==> config.mk <==
export PLATFORM = sky130hd
export DESIGN_NAME = tick_debouncer
export DESIGN_NICKNAME = d
export VERILOG_FILES = /design/src/rtl/tick_debouncer.sv
export SDC_FILE = /design/constraint.sdc
export NUM_CORES = 1
export LEC_CHECK = 0
export ABC_AREA = 1
export CORE_AREA = 2 2 39 41
export CTS_BUF_LIST = sky130_fd_sc_hd__clkbuf_2 sky130_fd_sc_hd__clkbuf_4 sky130_fd_sc_hd__clkbuf_8
export CTS_CLUSTER_DIAMETER = 200
export DETAILED_ROUTE_END_ITERATION = 10
export DIE_AREA = 0 0 41 43
export GPL_TIMING_DRIVEN = 0
export HOLD_SLACK_MARGIN = 0.1
export PLACE_DENSITY = 0.59
export SYNTH_ARGS = -nofsm -noshare
export SYNTH_HDL_FRONTEND = slang
export SYNTH_SLANG_ARGS = --single-unit
==> constraint.sdc <==
create_clock -name clk -period 3.2 [get_ports clk]
set_input_delay 0.64 -clock clk [delete_from_list [all_inputs] [get_ports clk]]
set_output_delay 0.64 -clock clk [all_outputs]
set_load 0.01 [all_outputs]
==> src/rtl/tick_debouncer.sv <==
// rtl/tick_debouncer.sv - tick-paced pushbutton debouncer with press/release pulses
module tick_debouncer #(
  parameter int unsigned STABLE_TICKS = 4
) (
  input  logic clk,
  input  logic reset_n,
  input  logic tick,
  input  logic btn_raw,
  output logic btn_level,
  output logic press_pulse,
  output logic release_pulse
);

  localparam int unsigned CNT_W = $clog2(STABLE_TICKS) + 1;
  localparam logic [CNT_W-1:0] CNT_LAST = CNT_W'(STABLE_TICKS - 1);

  typedef enum logic [1:0] {
    IDLE_LO = 2'd0,
    CHK_HI  = 2'd1,
    IDLE_HI = 2'd2,
    CHK_LO  = 2'd3
  } state_t;

  logic             sync1_q, sync1_d;
  logic             sync2_q, sync2_d;
  state_t           state_q, state_d;
  logic [CNT_W-1:0] cnt_q, cnt_d;
  logic             level_q, level_d;
  logic             press_q, press_d;
  logic             rel_q, rel_d;

  always_ff @(posedge clk or negedge reset_n) begin
    if (!reset_n) begin
      sync1_q <= 1'b0;
      sync2_q <= 1'b0;
      state_q <= IDLE_LO;
      cnt_q   <= '0;
      level_q <= 1'b0;
      press_q <= 1'b0;
      rel_q   <= 1'b0;
    end else begin
      sync1_q <= sync1_d;
      sync2_q <= sync2_d;
      state_q <= state_d;
      cnt_q   <= cnt_d;
      level_q <= level_d;
      press_q <= press_d;
      rel_q   <= rel_d;
    end
  end

  always_comb begin
    sync1_d = btn_raw;
    sync2_d = sync1_q;
    state_d = state_q;
    cnt_d   = cnt_q;
    level_d = level_q;
    press_d = 1'b0;
    rel_d   = 1'b0;
    case (state_q)
      IDLE_LO: begin
        if (sync2_q) begin
          state_d = CHK_HI;
          cnt_d   = '0;
        end
      end
      CHK_HI: begin
        // A revert outranks a same-cycle tick: the candidate level was not stable.
        if (!sync2_q) begin
          state_d = IDLE_LO;
          cnt_d   = '0;
        end else if (tick) begin
          if (cnt_q == CNT_LAST) begin
            state_d = IDLE_HI;
            cnt_d   = '0;
            level_d = 1'b1;
            press_d = 1'b1;
          end else begin
            cnt_d = cnt_q + CNT_W'(1);
          end
        end
      end
      IDLE_HI: begin
        if (!sync2_q) begin
          state_d = CHK_LO;
          cnt_d   = '0;
        end
      end
      CHK_LO: begin
        if (sync2_q) begin
          state_d = IDLE_HI;
          cnt_d   = '0;
        end else if (tick) begin
          if (cnt_q == CNT_LAST) begin
            state_d = IDLE_LO;
            cnt_d   = '0;
            level_d = 1'b0;
            rel_d   = 1'b1;
          end else begin
            cnt_d = cnt_q + CNT_W'(1);
          end
        end
      end
      default: begin
        state_d = IDLE_LO;
        cnt_d   = '0;
      end
    endcase
  end

  assign btn_level     = level_q;
  assign press_pulse   = press_q;
  assign release_pulse = rel_q;

endmodule

# After elaboration in Yosys (flattened, before gate mapping)
# Cells that the tools add are included.
dict set report word_totals {
  ff_bits 10
  out_inout_bits 3
  wordCells 58
}
dict set report classes {
  add_sub_neg 1
  n_eq_ne 16
  n_mux 29
  reduce_logical 5
}
# operator n
set op_table {}
lappend op_table {{$mux 3} 6}
lappend op_table {{$mux 2} 8}
lappend op_table {{$ne 2x2->1 const B} 8}
lappend op_table {{$mux 1} 12}
lappend op_table {{$ne 3x3->1 const B} 4}
lappend op_table {{$pmux 3 s4} 1}
lappend op_table {{$pmux 2 s4} 1}
lappend op_table {{$reduce_and 7->1} 1}
lappend op_table {{$reduce_and 6->1} 1}
lappend op_table {{$eq 2x2->1 const B} 2}
lappend op_table {{$add 3x1->3 const B} 1}
lappend op_table {{$eq 3x2->1 const B} 1}
lappend op_table {{$eq 2x1->1 const B} 1}
lappend op_table {{$logic_not 2->1} 1}
lappend op_table {{$pmux 1 s2} 1}
lappend op_table {{$reduce_and 2->1} 1}
lappend op_table {{$reduce_bool 2->1} 1}

# Logic depth before layout (Yosys ltp)
dict set report depth {
  depth_word 5
  mapped_depth 8
}

# Least setup slack after synthesis
# OpenSTA, ideal clock, no wires.
dict set report synth_path {
  path_type {input to register}
  from {input port tick}
  to {register cnt_q[0]}
  t_arrival_ns 1.074
  path_slack_ns 2.001
  cell_stages 3
  path_cell_list {or2_2 -> nand4_1 -> nand3_1}
}
dict set report synth_between {
  elab_chain_cells 3
  elab_cells_between_ends 4
}
# item line_no
set synth_lines {}
lappend synth_lines {{start: declaration} 7} ;# input logic tick,
lappend synth_lines {{$mux 3 (*)} --}
lappend synth_lines {{$mux 3, on equally long branches} --}
lappend synth_lines {{$pmux 3 s4 (*)} --}
lappend synth_lines {{end signal: assignment} 45} ;# cnt_q <= cnt_d;
lappend synth_lines {{end: declaration} 27} ;# logic [CNT_W-1:0] cnt_q, cnt_d;
# Every way passes the cells marked *; elsewhere a longest branch is shown, timed or not.
# A chain may end at the register's enable or synchronous reset.

# Worst setup path after layout
dict set report layout_path {
  from {register level_q (netlist: btn_level)}
  to {output port btn_level}
}
# item line_no
set layout_rtl {}
lappend layout_rtl {{start: declaration} 28} ;# logic level_q, level_d;
lappend layout_rtl {{start signal: assignment} 46} ;# level_q <= level_d;
lappend layout_rtl {{end: declaration} 9} ;# output logic btn_level,
# No word-level cell between the ends.

==> metrics.log <==
INFO  metric synthesis_to_finish_area_growth = 21.4%
INFO  metric grt_start_max_net_pins = 11
INFO  metric period_needed = 1.76 ns
INFO  metric synth-adder-area-share = 2.61%
INFO  metric synthDistinctLibCells = 15
INFO  metric std_cell_rows = 14
INFO  metric synth_top_family_by_area = simple AND/OR/NAND/NOR gates
INFO  metric muxShareOfSynthArea = 0%
INFO  metric worstPathBufferInverterCount = 1
INFO  metric top_level_ports = 7
INFO  metric tightestPinTransition = 0.452 ns
INFO  metric routabilityCongestion = 0.811
INFO  metric cts-root-to-sink-buffers = 2
INFO  metric htreeDepth = 1
INFO  metric floorplan.initialDensity = 34.6%
INFO  metric syn_area = 479 sq um
INFO  metric synth-edff-count = 0
INFO  metric clock_insertion_delay_worst_skew = 0.25 ns
INFO  metric path_clk_slew = 0.06 ns
INFO  metric synthMostInstantiatedCell = inv_1
INFO  metric timing.final.setup_violations = 0
INFO  metric timing.critical_path.required = 2.56 ns
INFO  metric area_fraction_in_compound_gates_after_synthesis = 4.96%
INFO  metric antenna_diode_count = 0
INFO  metric timing.clock.skew = 0.000493 ns
INFO  metric cts_setup_buffers = 0
INFO  metric worstPathMaxFanout = 2
INFO  metric timing.final.crit_share = 55.0%
INFO  metric net_count_final = 73
INFO  metric design.core.area = 0.00138 sq mm
INFO  metric critical_path_arrival = 1.12 ns
INFO  metric grt_antenna_before_repair = 0
INFO  metric timing.max_slew.rel_slack = 69.8%
INFO  metric cts_hold_buf = 0
INFO  metric gr-total-overflow = 0
INFO  metric async_flop_share = 100%
INFO  metric drt_iter0_drc = 7
INFO  metric yosys.area_share.xor_xnor = 0%
INFO  metric crit_path_cell_trace = clkdlybuf4s50_1
INFO  metric via_count = 360
INFO  metric die_area = 0.00176 sq mm
INFO  metric worst_path_cell_with_the_longest_stage_delay = clkdlybuf4s50_1
INFO  metric post-dp-hpwl = 586 microns
INFO  metric rsz0062_at_grt = false
INFO  metric cp-start-kind = flip-flop
INFO  metric syn_inst = 57
INFO  metric cts_buffers = 3
INFO  metric post_layout_nonfiller_instances = 82
INFO  metric netlist_top_cells_area = dfrtp_1 (52%), inv_1 (9.4%), nand2_1 (8.6%)
INFO  metric drt-wirelength-per-cell = 9.23 microns
INFO  metric drtPass1Iterations = 2
INFO  metric clock_sinks = 10
INFO  metric status = finished, final reports clean
INFO  metric first_pass_grt_wire_length = 1.29 mm
INFO  metric cts.repair.resized = 0
INFO  metric cp_top_family = buffers and inverters
INFO  metric vdd_ir_drop_max = 310 uV
INFO  metric route.final.wire_length = 757 microns
INFO  metric placement.io_buffers = 6
INFO  metric pwr_density_cell = 710 mW/mm^2
INFO  metric viasPerCell = 4.39
INFO  metric grt_pass1_vias = 342
INFO  metric die_height = 43 microns
INFO  metric hold_viol_final = 0
INFO  metric cts_tree = done
INFO  metric synth_warnings = 0
INFO  metric drv_slew = 0
INFO  metric maximum_cell_stage_delay_along_the_critical_path = 0.53 ns
INFO  metric worst_min_delay_path_category = reg2reg
INFO  metric max_clock_freq = 568 MHz
INFO  metric drv.max_cap_violation_count = 0
INFO  metric clk_root_buffer_cell = clkbuf_4
INFO  metric drive_above_1_share = 21.2%
INFO  metric synthesis.nets = 62
INFO  metric end_kind = output port
INFO  metric total_leakage_power = 0.308 nW
INFO  metric drc = 0
INFO  metric criticalPathCategory = reg2out
INFO  metric placed_cells_incl_taps = 79
INFO  metric synthesis.area_per_instance = 8.41 sq um
INFO  metric ys_dominant_reg_cell = dfrtp_1
INFO  metric sum_neg_setup_slack = 0 ns
INFO  metric proportion_of_synthesized_chip_area_in_sequential_cells = 52.2%
INFO  metric gr-usage-all-layers = 11.2%
INFO  metric simple_gate_share_of_the_synthesized_area = 30.0%
INFO  metric finalHoldWorstSlack = 0.352 ns
INFO  metric synth_top_cell_by_area = dfrtp_1
INFO  metric ant_nets = 0
INFO  metric floorplan.die.width = 41 microns
INFO  metric yosys.area.top_type_share = 52.2%
INFO  metric synth.ff_latch_count = 10
INFO  metric synth.top_cells.by_count = inv_1 (12), nand2_1 (11), dfrtp_1 (10), nand2_2 (5), nor2_1 (5)
==> where the power goes <==
part / internal [mW] / total [mW] / leakage, nW / switching [mW]
clock network: 0.0431 / 0.0798 / 0.0138 / 0.0367
logic: 0.0630 / 0.153 / 0.164 / 0.0897
registers: 0.156 / 0.180 / 0.130 / 0.0240
==> state kept, by name, indices dropped and copies added, names as in the netlist, named ones only <==
name           cells
press_pulse        1
release_pulse      1
btn_level          1
sync2_q            1
cnt_q              3
state_q            1
sync1_q            1
==> worst reg2reg max path, cell delays in order (launching register included) <==
cell and delay, ns:
dfrtp_1 0.39, ha_1 0.21, nand2_1 0.08, inv_1 0.07, nand2_1 0.08, nor2_2 0.13, nand2_1 0.08, o21ai_0 0.08
inv_1 0.05
==> cell usage in the layout, fill, tap and decap left out <==
master / n
nor2_2: 2
nand2_1: 11
nand4_1: 3
ha_1: 1
nand2_2: 5
inv_1: 12
nor2_1: 5
inv_2: 1
or2_2: 1
o21ai_0: 1
o21ai_1: 2
nand3_2: 1
nand3_1: 1
a21oi_2: 1
clkdlybuf4s50_1: 6
dfrtp_1: 10
clkbuf_4: 3
==> per-stage QoR <==
stage	power, mW	utilization, %	setup slack [ns]	area, sq um
after global placement	0.334	40.4	1.45	559
after global routing	0.454	42.0	1.39	582
after CTS	0.420	42.0	1.42	582
final	0.413	42.0	1.44	582
after detailed placement	0.336	40.4	1.46	559
after floorplan	0.295	-	2.00	479
==> cells by family after synthesis <==
logic type	count (synthesis)
flip-flops	10
AO/OA/AOI/OAI	4
adder cells (fa/ha/maj)	1
buffers and inverters	13
AND/OR/NAND/NOR	29
==> metal layers <==
| metal | vias to the layer above | routed length, microns | track usage, % |
|---|---|---|---|
| li1 | 192 | - | - |
| met1 | 159 | 365 | 14.5 |
| met2 | 7 | 341 | 15.3 |
| met3 | 2 | 34 | 3.14 |
| met4 | 0 | 14 | 8.00 |
| met5 | - | 0 | 0 |
==> worst paths after layout <==
check,from,endpoint,slack [ns],depth (start not counted)
min in group asynchronous,reset_n,btn_level,0.70,1
min,sync1_q,sync2_q,0.35,0
max reg2reg,cnt_q[0],flip-flop,1.92,8
max in group asynchronous,reset_n,sync2_q,2.19,1
max,btn_level,btn_level,1.44,1
min reg2reg,sync1_q,sync2_q,0.35,0
==> cell type report <==
| cell class | instances | area, sq um |
|---|---|---|
| repair buffers | 6 | 60.1 |
| well taps | 16 | 20.0 |
| fillers | 138 | 802 |
| clock buffers | 3 | 22.5 |
| multi-input cells | 34 | 180 |
| flip-flops and latches | 10 | 250 |
| inverters | 13 | 48.8 |
Power figures use the tool's default switching activity.
